File: src/rtl/fifo_wr_arb_pkg.sv
// Shared types and constants for the fifo_sync write arbiter.
package fifo_wr_arb_pkg;

  typedef enum logic {
    WAIT = 1'b0,
    RUN  = 1'b1
  } state_e;

  localparam int MAX_REQ = 8;
  localparam int STAT_W  = 16;

endpackage

File: src/rtl/fifo_wr_arb_rr_arbiter.sv
// Combinational round-robin picker: first asserted req at or above ptr, with wrap.
module rr_arbiter
  import fifo_wr_arb_pkg::*;
#(
  parameter int NUM_REQ = 4,
  parameter int IDX_W   = $clog2(NUM_REQ)
) (
  input  logic [NUM_REQ-1:0] req,
  input  logic [IDX_W-1:0]   pointer,
  input  logic               en,
  output logic [NUM_REQ-1:0] grant,
  output logic [IDX_W-1:0]   grant_idx
);

  logic [IDX_W:0]   sum;
  logic [IDX_W-1:0] pos;
  logic             found;

  always_comb begin
    grant     = '0;
    grant_idx = '0;
    found     = 1'b0;
    sum       = '0;
    pos       = '0;
    for (int k = 0; k < NUM_REQ; k++) begin
      // ptr < NUM_REQ and k < NUM_REQ, so a single subtraction performs the wrap
      sum = {1'b0, pointer} + (IDX_W+1)'(k);
      if (sum >= (IDX_W+1)'(NUM_REQ)) sum = sum - (IDX_W+1)'(NUM_REQ);
      pos = sum[IDX_W-1:0];
      if (en && !found && req[pos]) begin
        grant[pos] = 1'b1;
        grant_idx  = pos;
        found      = 1'b1;
      end
    end
  end

endmodule

File: src/rtl/fifo_wr_arb.sv
// Round-robin arbiter sharing one fifo_sync write port among NUM_REQ producers.
// Optional accept counters and stat_sel/stat_cnt ports with FIFO_WR_ARB_STATS_EN.
module fifo_wr_arb
  import fifo_wr_arb_pkg::*;
#(
  parameter int NUM_REQ    = 4,
  parameter int DATA_WIDTH = 72,
  parameter int IDX_W      = $clog2(NUM_REQ)
) (
  input  logic                          clk,
  input  logic                          rst,
  input  logic [NUM_REQ-1:0]            req_valid,
  input  logic [NUM_REQ*DATA_WIDTH-1:0] req_data,
  output logic [NUM_REQ-1:0]            req_ready,
  input  logic                          fifo_ready,
  input  logic                          fifo_full,
  input  logic                          fifo_afull,
  output logic                          fifo_wr_en,
  output logic [DATA_WIDTH-1:0]         fifo_wr_data,
  output logic [IDX_W-1:0]              grant_idx,
  output logic                          ovf_err
`ifdef FIFO_WR_ARB_STATS_EN
  ,
  input  logic [IDX_W-1:0]              stat_sel,
  output logic [STAT_W-1:0]             stat_cnt
`endif
);

  state_e                 state_q, state_d;
  logic                   permit;
  logic [IDX_W-1:0]       ptr_q, ptr_d;
  logic [NUM_REQ-1:0]     gnt;
  logic [IDX_W-1:0]       gnt_idx;
  logic                   xfer;
  logic [DATA_WIDTH-1:0]  win_data;
  logic                   wr_en_q;
  logic [DATA_WIDTH-1:0]  wr_data_q;
  logic [IDX_W-1:0]       grant_idx_q;
  logic                   ovf_q;

  always_ff @(posedge clk or negedge rst) begin
    if (!rst) state_q <= WAIT;
    else      state_q <= state_d;
  end

  always_comb begin
    state_d = state_q;
    case (state_q)
      WAIT:    if (fifo_ready)  state_d = RUN;
      RUN:     if (!fifo_ready) state_d = WAIT;
      default: state_d = WAIT;
    endcase
  end

  // afull is the real throttle; it leaves room for the write already registered
  always_comb begin
    permit = (state_q == RUN) && fifo_ready && !fifo_full && !fifo_afull;
  end

  rr_arbiter #(.NUM_REQ(NUM_REQ), .IDX_W(IDX_W)) u_rr (
    .req       (req_valid),
    .pointer   (ptr_q),
    .en        (permit),
    .grant     (gnt),
    .grant_idx (gnt_idx)
  );

  assign req_ready = gnt;
  assign xfer      = |gnt;
  assign ptr_d     = (gnt_idx == IDX_W'(NUM_REQ-1)) ? '0 : gnt_idx + IDX_W'(1);

  always_comb begin
    win_data = '0;
    for (int i = 0; i < NUM_REQ; i++)
      if (gnt[i]) win_data = req_data[i*DATA_WIDTH +: DATA_WIDTH];
  end

  always_ff @(posedge clk or negedge rst) begin
    if (!rst) begin
      wr_en_q     <= 1'b0;
      wr_data_q   <= '0;
      grant_idx_q <= '0;
      ptr_q       <= '0;
      ovf_q       <= 1'b0;
    end else begin
      wr_en_q <= xfer;
      ovf_q   <= ovf_q | (wr_en_q & fifo_full);
      if (xfer) begin
        wr_data_q   <= win_data;
        grant_idx_q <= gnt_idx;
        ptr_q       <= ptr_d;
      end
    end
  end

  assign fifo_wr_en   = wr_en_q;
  assign fifo_wr_data = wr_data_q;
  assign grant_idx    = grant_idx_q;
  assign ovf_err      = ovf_q;

`ifdef FIFO_WR_ARB_STATS_EN
  logic [STAT_W-1:0] cnt_q [NUM_REQ];
  logic [STAT_W-1:0] stat_cnt_q;

  always_ff @(posedge clk or negedge rst) begin
    if (!rst) begin
      for (int i = 0; i < NUM_REQ; i++) cnt_q[i] <= '0;
      stat_cnt_q <= '0;
    end else begin
      for (int i = 0; i < NUM_REQ; i++)
        if (gnt[i] && (cnt_q[i] != '1)) cnt_q[i] <= cnt_q[i] + STAT_W'(1);
      stat_cnt_q <= cnt_q[stat_sel];
    end
  end

  assign stat_cnt = stat_cnt_q;
`endif

endmodule

File: config.mk
export PLATFORM = sky130hd
export DESIGN_NAME = fifo_wr_arb
export DESIGN_NICKNAME = d
export VERILOG_FILES = /design/src/rtl/fifo_wr_arb_pkg.sv /design/src/rtl/fifo_wr_arb_rr_arbiter.sv /design/src/rtl/fifo_wr_arb.sv
export SDC_FILE = /design/constraint.sdc
export NUM_CORES = 1
export LEC_CHECK = 0
export CAP_MARGIN = 5
export CORE_AREA = 2 2 146 148
export CTS_BUF_LIST = sky130_fd_sc_hd__clkbuf_16
export CTS_CLUSTER_DIAMETER = 50
export CTS_CLUSTER_SIZE = 14
export DETAILED_ROUTE_END_ITERATION = 12
export DIE_AREA = 0 0 148 150
export MAX_ROUTING_LAYER = met4
export PLACE_DENSITY = 0.74
export SETUP_SLACK_MARGIN = 0.05
export SYNTH_ARGS = -nofsm -noshare
export SYNTH_HDL_FRONTEND = slang
export SYNTH_SLANG_ARGS = --single-unit
File: constraint.sdc
create_clock -name clk -period 4.6 [get_ports clk]
set_input_delay 0.92 -clock clk [delete_from_list [all_inputs] [get_ports clk]]
set_output_delay 0.92 -clock clk [all_outputs]
set_load 0.01 [all_outputs]
==> flow_summary_export.csv, run 1 <==
group,metric,value,unit
synth,yosys-top-cells-area,"dfrtp_1, a211o_1, nor2_1",
place,dpl-instance-area,0.00955,sq mm
critical_path,critPathMaxStageDelay,0.57,ns
critical_path,critical_path_class,"in -> out",
critical_path,r2r_cells,12,
cells_and_area,areaGrowthSynthToFinish,76.0,%
detailed_routing,antenna_left,0,
cts,path_clk_slew,0.06,ns
sta,finalHoldViolCount,0,
detailed_routing,drc,0,
synth,yosysSeqAreaShare,0.353,
place,portBuffers,376,
cells_and_area,fin_util,0.477,
flow_run,maxCapViolations,0,
synth,synth_top_family_by_area,"compound AO/OA/AOI/OAI gates",
synth,synth-main-ff-cell,"dfrtp_1",
synth,async_flop_share,1.00,
floorplanning,design.core.area,0.0207,sq mm
synth,postSynthAreaPerCell,7.49,sq um
hold_path,holdPathEnd,"ovf_err",
cts,clock_sinks,79,
critical_path,crit_family,"buffers and inverters",
synth,synth_compound_area_frac,0.290,
grt,grt_pass1_vias,7097,
synth,synthMuxAreaShare,0.0301,
synth,synth_most_common_cell,"nor2_1",
floorplanning,fp.dieArea,0.0222,sq mm
critical_path,crit_top_cell,"clkdlybuf4s50_1",
sta,finalSetupTns,0,ns
critical_path,crit_required,3.68,ns
synth,synth_fa_ha_area_frac,0.0112,
synth,yosysUniqueCellTypes,39,
critical_path,start_kind,"input port",
power,p_clk_frac,0.185,
synth,synth.net_count,1050,
cts,clock-root-buffer,"clkbuf_16",
grt,grt_max_degree,88,
synth,synthSimpleGateAreaFrac,0.245,
power,switching_share,0.353,
cts,htree_levels,3,
critical_path,worstPathCellList,"clkdlybuf4s50_1 > mux2_2 > or4_1 > o311ai_1 > a221oi_4 > inv_2 > clkdlybuf4s50_1",
synth,synth-seq-cells,79,
place,gp_congestion,0.869,
floorplanning,die_h,150,microns
cells_and_area,layout-drive-gt1-share,0.0391,
grt,overflow,0,
power,vdd_drop_max,0.177,mV
status,outcome,"finished, final reports clean",
critical_path,cp.arrival,3.31,ns
detailed_routing,wl_per_cell,18.5,microns
power,power.internal,2720,uW
floorplanning,initial_core_util,0.271,
synth,yosys_warnings,0,
cells_and_area,n_fill_cell,2020,
cts,cts_made_buffers,9,
grt,antenna_found_initial,2,
detailed_routing,drt_iter0_drc,332,
synth,synthXorXnorAreaFrac,0.00313,
sta,finalMaxSlewViolations,0,
power,seqPwrFrac,0.297,
sta,skew,0.00610,ns
cts,cts_max_path_buffers,2,
critical_path,r2r-end,"fifo_wr_data[20]",
cts,ctsHoldBuffers,0,
critical_path,end_kind,"output port",
power,leakage,0.00361,uW
critical_path,cpMaxStageDelayCell,"clkdlybuf4s50_1",
cts,clkLatencyLatePin,0.34,ns
cells_and_area,fin_area,0.00986,sq mm
sta,setup_viol,0,
floorplanning,die_w,148,microns
cells_and_area,finalNetCount,1372,
power,p_switching,1480,uW
place,dp_hpwl,17000,microns
cts,cts_setup_buffers,0,
hold_path,min_from,"ovf_err",
critical_path,crit_buf_inv,3,
grt,grt_pass1_wl,37300,microns
sta,final.min_clock_period,4.23,ns
sta,slew-limit-headroom,0.240,
sta,rsz0062_at_grt,"no",
sta,max_slew.worst_pin.slew,1.14,ns
sta,fin_crit_sh,0.921,
synth,synth_area,0.00560,sq mm
detailed_routing,drt_pass1_iterations,5,
synth,synth_edf_count,0,
hold_path,hold_class,"reg -> reg",
power,powerDensity,426,mW/mm^2
cts,ctsResizeCount,0,
detailed_routing,vias,7112,
cts,cts_tree,"yes",
hold_path,hold_depth,1,
synth,synth_common_cells,"nor2_1, nand2_1, dfrtp_1",
synth,synthCells,748,
detailed_routing,finalWirelength,25000,microns
grt,grt_util_all_layers,0.222,
detailed_routing,vias_per_cell,5.26,
sta,hold_ws,0.464,ns
synth,synth_top_area_share,0.353,
power,pwr-share-comb,0.518,
critical_path,rrSetupSlack,0.80,ns
floorplanning,rows,53,
floorplanning,io_pins,377,
power,fin_total_pwr,4200,uW
synth,yosys.area.top_type,"dfrtp_1",
sta,max_freq,236,MHz
critical_path,crit_fanout,10,
## worst reg2reg max path, stage by stage, from the launching register on
cell	delay (ns)
dfrtp_1	0.34
inv_1	0.15
ha_1	0.58
mux2i_1	0.28
and4b_1	0.21
a31o_2	0.29
a221o_2	0.48
buf_12	0.25
nor4_4	0.36
inv_4	0.24
buf_12	0.26
nor2_1	0.18
a31oi_1	0.05
## layer usage
metal	global-route usage	up-vias	wire length [microns]
met2	0.382	335	12500
li1	-	3342	-
met5	-	-	0
met1	0.246	3386	9850
met3	0.0491	49	1950
met4	0.0995	0	760
## area by class of cell
cell class | instances | area (sq um) | area share
antenna | 2 | 5.00 | 0.000507
inverter | 7 | 28.8 | 0.00292
tap | 275 | 344 | 0.0349
sequential | 79 | 1980 | 0.200
clock inverter | 7 | 81.3 | 0.00825
clock buffer | 9 | 225 | 0.0228
multi-input combinational | 583 | 3260 | 0.331
timing repair buffer | 390 | 3940 | 0.400
## cells by family after synthesis
kind of cell,count (synthesis)
flip-flops,79
AO/OA/AOI/OAI,237
XOR/XNOR,2
AND/OR/NAND/NOR,325
adder cells (fa/ha/maj),5
buffers and inverters,86
multiplexers,14
## sequential cells by signal, indices dropped and copies added, names as in the netlist, named ones only
| name | count |
|---|---|
| fifo_wr_data | 72 |
| grant_idx | 2 |
| fifo_wr_en | 1 |
| ovf_err | 1 |
| ptr_q | 1 |
| state_q | 1 |
## how the worst max path moves through the flow
| stage | start | to | slack, ns | depth (start not counted) |
|---|---|---|---|---|
| after floorplan | register | req_ready[2] | 0.88 | 11 |
| after global placement | req_valid[1] | fifo_wr_data[17] | 0.40 | 9 |
| after detailed placement | req_valid[1] | fifo_wr_data[17] | 0.35 | 9 |
| after CTS | req_valid[0] | req_ready[1] | 0.37 | 7 |
| after global routing | req_valid[0] | req_ready[1] | 0.25 | 7 |
| final | req_valid[0] | req_ready[1] | 0.37 | 7 |
## placed cells by master (no fill, tap or decap), types with 2 or more instances in the layout
| master | count |
|---|---|
| a211o_1 | 72 |
| and3_1 | 5 |
| clkinv_2 | 2 |
| o21ai_0 | 4 |
| a21o_1 | 2 |
| a31oi_1 | 72 |
| nor2_1 | 154 |
| nor3_1 | 2 |
| inv_2 | 2 |
| mux2_2 | 3 |
| clkbuf_16 | 9 |
| bufinv_16 | 2 |
| inv_1 | 7 |
| diode_2 | 2 |
| nand4_1 | 2 |
| dfrtp_1 | 79 |
| nand3b_1 | 2 |
| a211oi_1 | 2 |
| buf_4 | 9 |
| a221oi_4 | 2 |
| nand2_1 | 83 |
| mux4_2 | 2 |
| o21ai_1 | 2 |
| mux2i_1 | 9 |
| ha_1 | 5 |
| nand3_1 | 73 |
| buf_12 | 6 |
| clkdlybuf4s50_1 | 375 |
| a21oi_1 | 74 |
## per-stage QoR
| stage | instances | setup WS [ns] |
|---|---|---|
| 2_1_floorplan | 748 | 0.882 |
| 3_3_place_gp | 1334 | 0.403 |
| 3_5_place_dp | 1334 | 0.352 |
| 4_1_cts | 1350 | 0.374 |
| 5_1_grt | 1352 | 0.254 |
| 6_report | 1352 | 0.365 |
## power groups by stage
stage               logic, uW  clock network [uW]  registers (uW)
floorplan                 823                   0            1400
global placement         2160                   0            1240
detailed placement       2190                   0            1260
CTS                      2190                 797            1250
global route             2350                 816            1290
finish                   2180                 777            1250
No activity file was read; power rests on OpenSTA's default activity.
==> inputs of run 2 (changes only) <==
--- a/config.mk
+++ b/config.mk
@@ -6,14 +6,14 @@
 export NUM_CORES = 1
 export LEC_CHECK = 0
 export CAP_MARGIN = 5
-export CORE_AREA = 2 2 146 148
+export CORE_AREA = 2 2 147 149
 export CTS_BUF_LIST = sky130_fd_sc_hd__clkbuf_16
 export CTS_CLUSTER_DIAMETER = 50
 export CTS_CLUSTER_SIZE = 14
 export DETAILED_ROUTE_END_ITERATION = 12
-export DIE_AREA = 0 0 148 150
+export DIE_AREA = 0 0 149 151
 export MAX_ROUTING_LAYER = met4
-export PLACE_DENSITY = 0.74
+export PLACE_DENSITY = 0.73
 export SETUP_SLACK_MARGIN = 0.05
 export SYNTH_ARGS = -nofsm -noshare
 export SYNTH_HDL_FRONTEND = slang
==> constraint.sdc (replaced) <==
create_clock -name clk -period 5.35 [get_ports clk]
set_input_delay 1.07 -clock clk [delete_from_list [all_inputs] [get_ports clk]]
set_output_delay 1.07 -clock clk [all_outputs]
set_load 0.01 [all_outputs]
==> run 2 against run 1 <==
Clock skew grew 0.0015 ns; largest cell class unchanged; count of clock-buffer cells in the layout is the same; critical endpoint is now req_ready[3]; flip-flop and latch count did not move; global-route usage decreased by 0.88 points; sequential power is 13% lower; die area is 1.3% higher; first-iteration DRC count grew 1.2%; sequential share of layout area rose by 0.15 points; combinational power shrank 16%; setup slack better by 0.39 ns.
==> flow_summary_export.csv, run 2 (synthesized netlist as in run 1, its figures left out) <==
group,metric,value,unit
sta,max_slew.worst_pin.slew,1.04,ns
floorplanning,initial_core_util,0.269,
grt,grt_pass1_wl,36000,microns
status,outcome,"finished, final reports clean",
detailed_routing,vias,7006,
cells_and_area,antennaDiodeCount,0,
critical_path,crit_buf_inv,2,
floorplanning,fp.dieArea,0.0225,sq mm
critical_path,cpMaxStageDelayCell,"dfrtp_1",
grt,grt_pass1_vias,6746,
place,gp_congestion,0.889,
detailed_routing,vias_per_cell,5.21,
floorplanning,io_pins,377,
sta,finalMaxSlewViolations,0,
cts,cts_made_buffers,9,
critical_path,cp.arrival,3.53,ns
sta,max_freq,218,MHz
place,dp_hpwl,17100,microns
critical_path,crit_family,"compound AO/OA/AOI/OAI gates",
sta,setup_viol,0,
cts,cts_max_path_buffers,2,
sta,finalHoldViolCount,0,
sta,skew,0.00760,ns
grt,grt_max_degree,80,
power,leakage,0.00358,uW
critical_path,start_kind,"register",
floorplanning,rows,53,
cts,path_clk_slew,0.06,ns
detailed_routing,finalWirelength,24300,microns
place,dpl-instance-area,0.00949,sq mm
cts,cts_setup_buffers,0,
grt,overflow,0,
hold_path,hold_class,"reg -> reg",
cts,clock_sinks,79,
cells_and_area,finalNetCount,1370,
sta,finalSetupTns,0,ns
floorplanning,die_w,149,microns
detailed_routing,wl_per_cell,18.1,microns
place,portBuffers,376,
cells_and_area,fin_area,0.00979,sq mm
critical_path,critPathMaxStageDelay,0.62,ns
flow_run,maxCapViolations,0,
cts,clock-root-buffer,"clkbuf_16",
power,powerDensity,366,mW/mm^2
cells_and_area,largest_register_ffs,72,
cts,htree_levels,3,
sta,final.min_clock_period,4.60,ns
cells_and_area,areaGrowthSynthToFinish,74.7,%
sta,rsz0062_at_grt,"no",
critical_path,critical_path_class,"reg -> out",
detailed_routing,antenna_left,0,
power,vdd_drop_max,0.145,mV
detailed_routing,drt_iter0_drc,336,
cells_and_area,final_cell_mix,"clkdlybuf4s50_1, nor2_1, nand2_1, dfrtp_1, a21oi_1",
detailed_routing,drc,0,
grt,grt_util_all_layers,0.213,
floorplanning,design.core.area,0.0208,sq mm
critical_path,end_kind,"output port",
cells_and_area,final_common_cell,"clkdlybuf4s50_1",
critical_path,crit_required,4.28,ns
detailed_routing,drt_pass1_iterations,5,
sta,slew-limit-headroom,0.304,
cts,ctsResizeCount,0,
cts,clkLatencyLatePin,0.34,ns
floorplanning,die_h,151,microns
sta,fin_crit_sh,0.859,
critical_path,worstPathCellList,"inv_1 > ha_1 > mux2i_1 > and4b_1 > a31o_2 > a221o_4 > clkdlybuf4s50_1",
cts,ctsHoldBuffers,0,
cts,cts_tree,"yes",
grt,antenna_found_initial,0,
critical_path,crit_fanout,11,
cells_and_area,layout-drive-gt1-share,0.0373,
run 2: changes by cell type in the layout (fill, tap and decap cells not counted), sizes merged:
| cell | previous run | this run |
|---|---|---|
| buf | 15 | 13 |
| clkinv | 2 | 1 |
| clkinvlp | 0 | 1 |
| diode | 2 | 0 |
| inv | 10 | 8 |
run 2: final cells by class:
type / count / area (sq um)
clock buffer: 9 / 225
clock inverter: 5 / 76.3
fill: 2036 / 11000
inverter: 7 / 28.8
multi-input combinational: 583 / 3260
sequential: 79 / 1980
tap: 275 / 344
timing repair buffer: 388 / 3880
run 2: worst register-to-register path: stages, from the launching register on:
cell and delay [ns]:
dfrtp_1 0.62, inv_1 0.16, ha_1 0.57, mux2i_1 0.32, and4b_1 0.23, a31o_2 0.29, a221o_2 0.42, buf_4 0.42
nor4_4 0.50, inv_4 0.23, buf_12 0.26, nor2_1 0.20, a31oi_1 0.05
run 2: report_power, final:
group / switching, uW / internal, uW
Clock: 247 / 401
Combinational: 816 / 1030
Sequential: 188 / 900
Total: 1250 / 2330
run 2: routing by layer:
layer,wire length [microns],track usage,up-vias
met4,537,0.0767,0
met5,0,-,-
met1,9710,0.247,3305
met3,2130,0.0500,36
li1,-,-,3319
met2,12000,0.361,346
run 2: worst paths after layout:
kind	to	slack (ns)	cells after the start	startpoint
max in group asynchronous	fifo_wr_data[71]	3.76	1	rst
hold reg to reg	ovf_err	0.48	1	ovf_err
hold / removal	ovf_err	0.48	1	ovf_err
setup / recovery	req_ready[3]	0.75	7	ptr_q[1]
min in group asynchronous	fifo_wr_data[3]	0.89	1	rst
setup reg to reg	fifo_wr_data[34]	0.96	12	ptr_q[1]
run 2: through the flow:
step / setup slack [ns] / std cells / hold slack, ns / total power [uW] / util
2_1_floorplan: 1.44 / 748 / 0.493 / 1910 / -
3_3_place_gp: 0.888 / 1332 / 0.454 / 2920 / 0.456
3_5_place_dp: 0.740 / 1332 / 0.452 / 2950 / 0.456
4_1_cts: 0.742 / 1346 / 0.476 / 3610 / 0.470
5_1_grt: 0.602 / 1346 / 0.506 / 3820 / 0.470
6_report: 0.752 / 1346 / 0.475 / 3580 / 0.470
==> inputs of run 3 (changes only) <==
--- a/config.mk
+++ b/config.mk
@@ -15,6 +15,8 @@
 export MAX_ROUTING_LAYER = met4
 export PLACE_DENSITY = 0.73
 export SETUP_SLACK_MARGIN = 0.05
+export SKIP_LAST_GASP = 1
+export SLEW_MARGIN = 10
 export SYNTH_ARGS = -nofsm -noshare
 export SYNTH_HDL_FRONTEND = slang
 export SYNTH_SLANG_ARGS = --single-unit
==> results of run 3 <==
Final layout, timing and power as in run 2 (identical DEF).
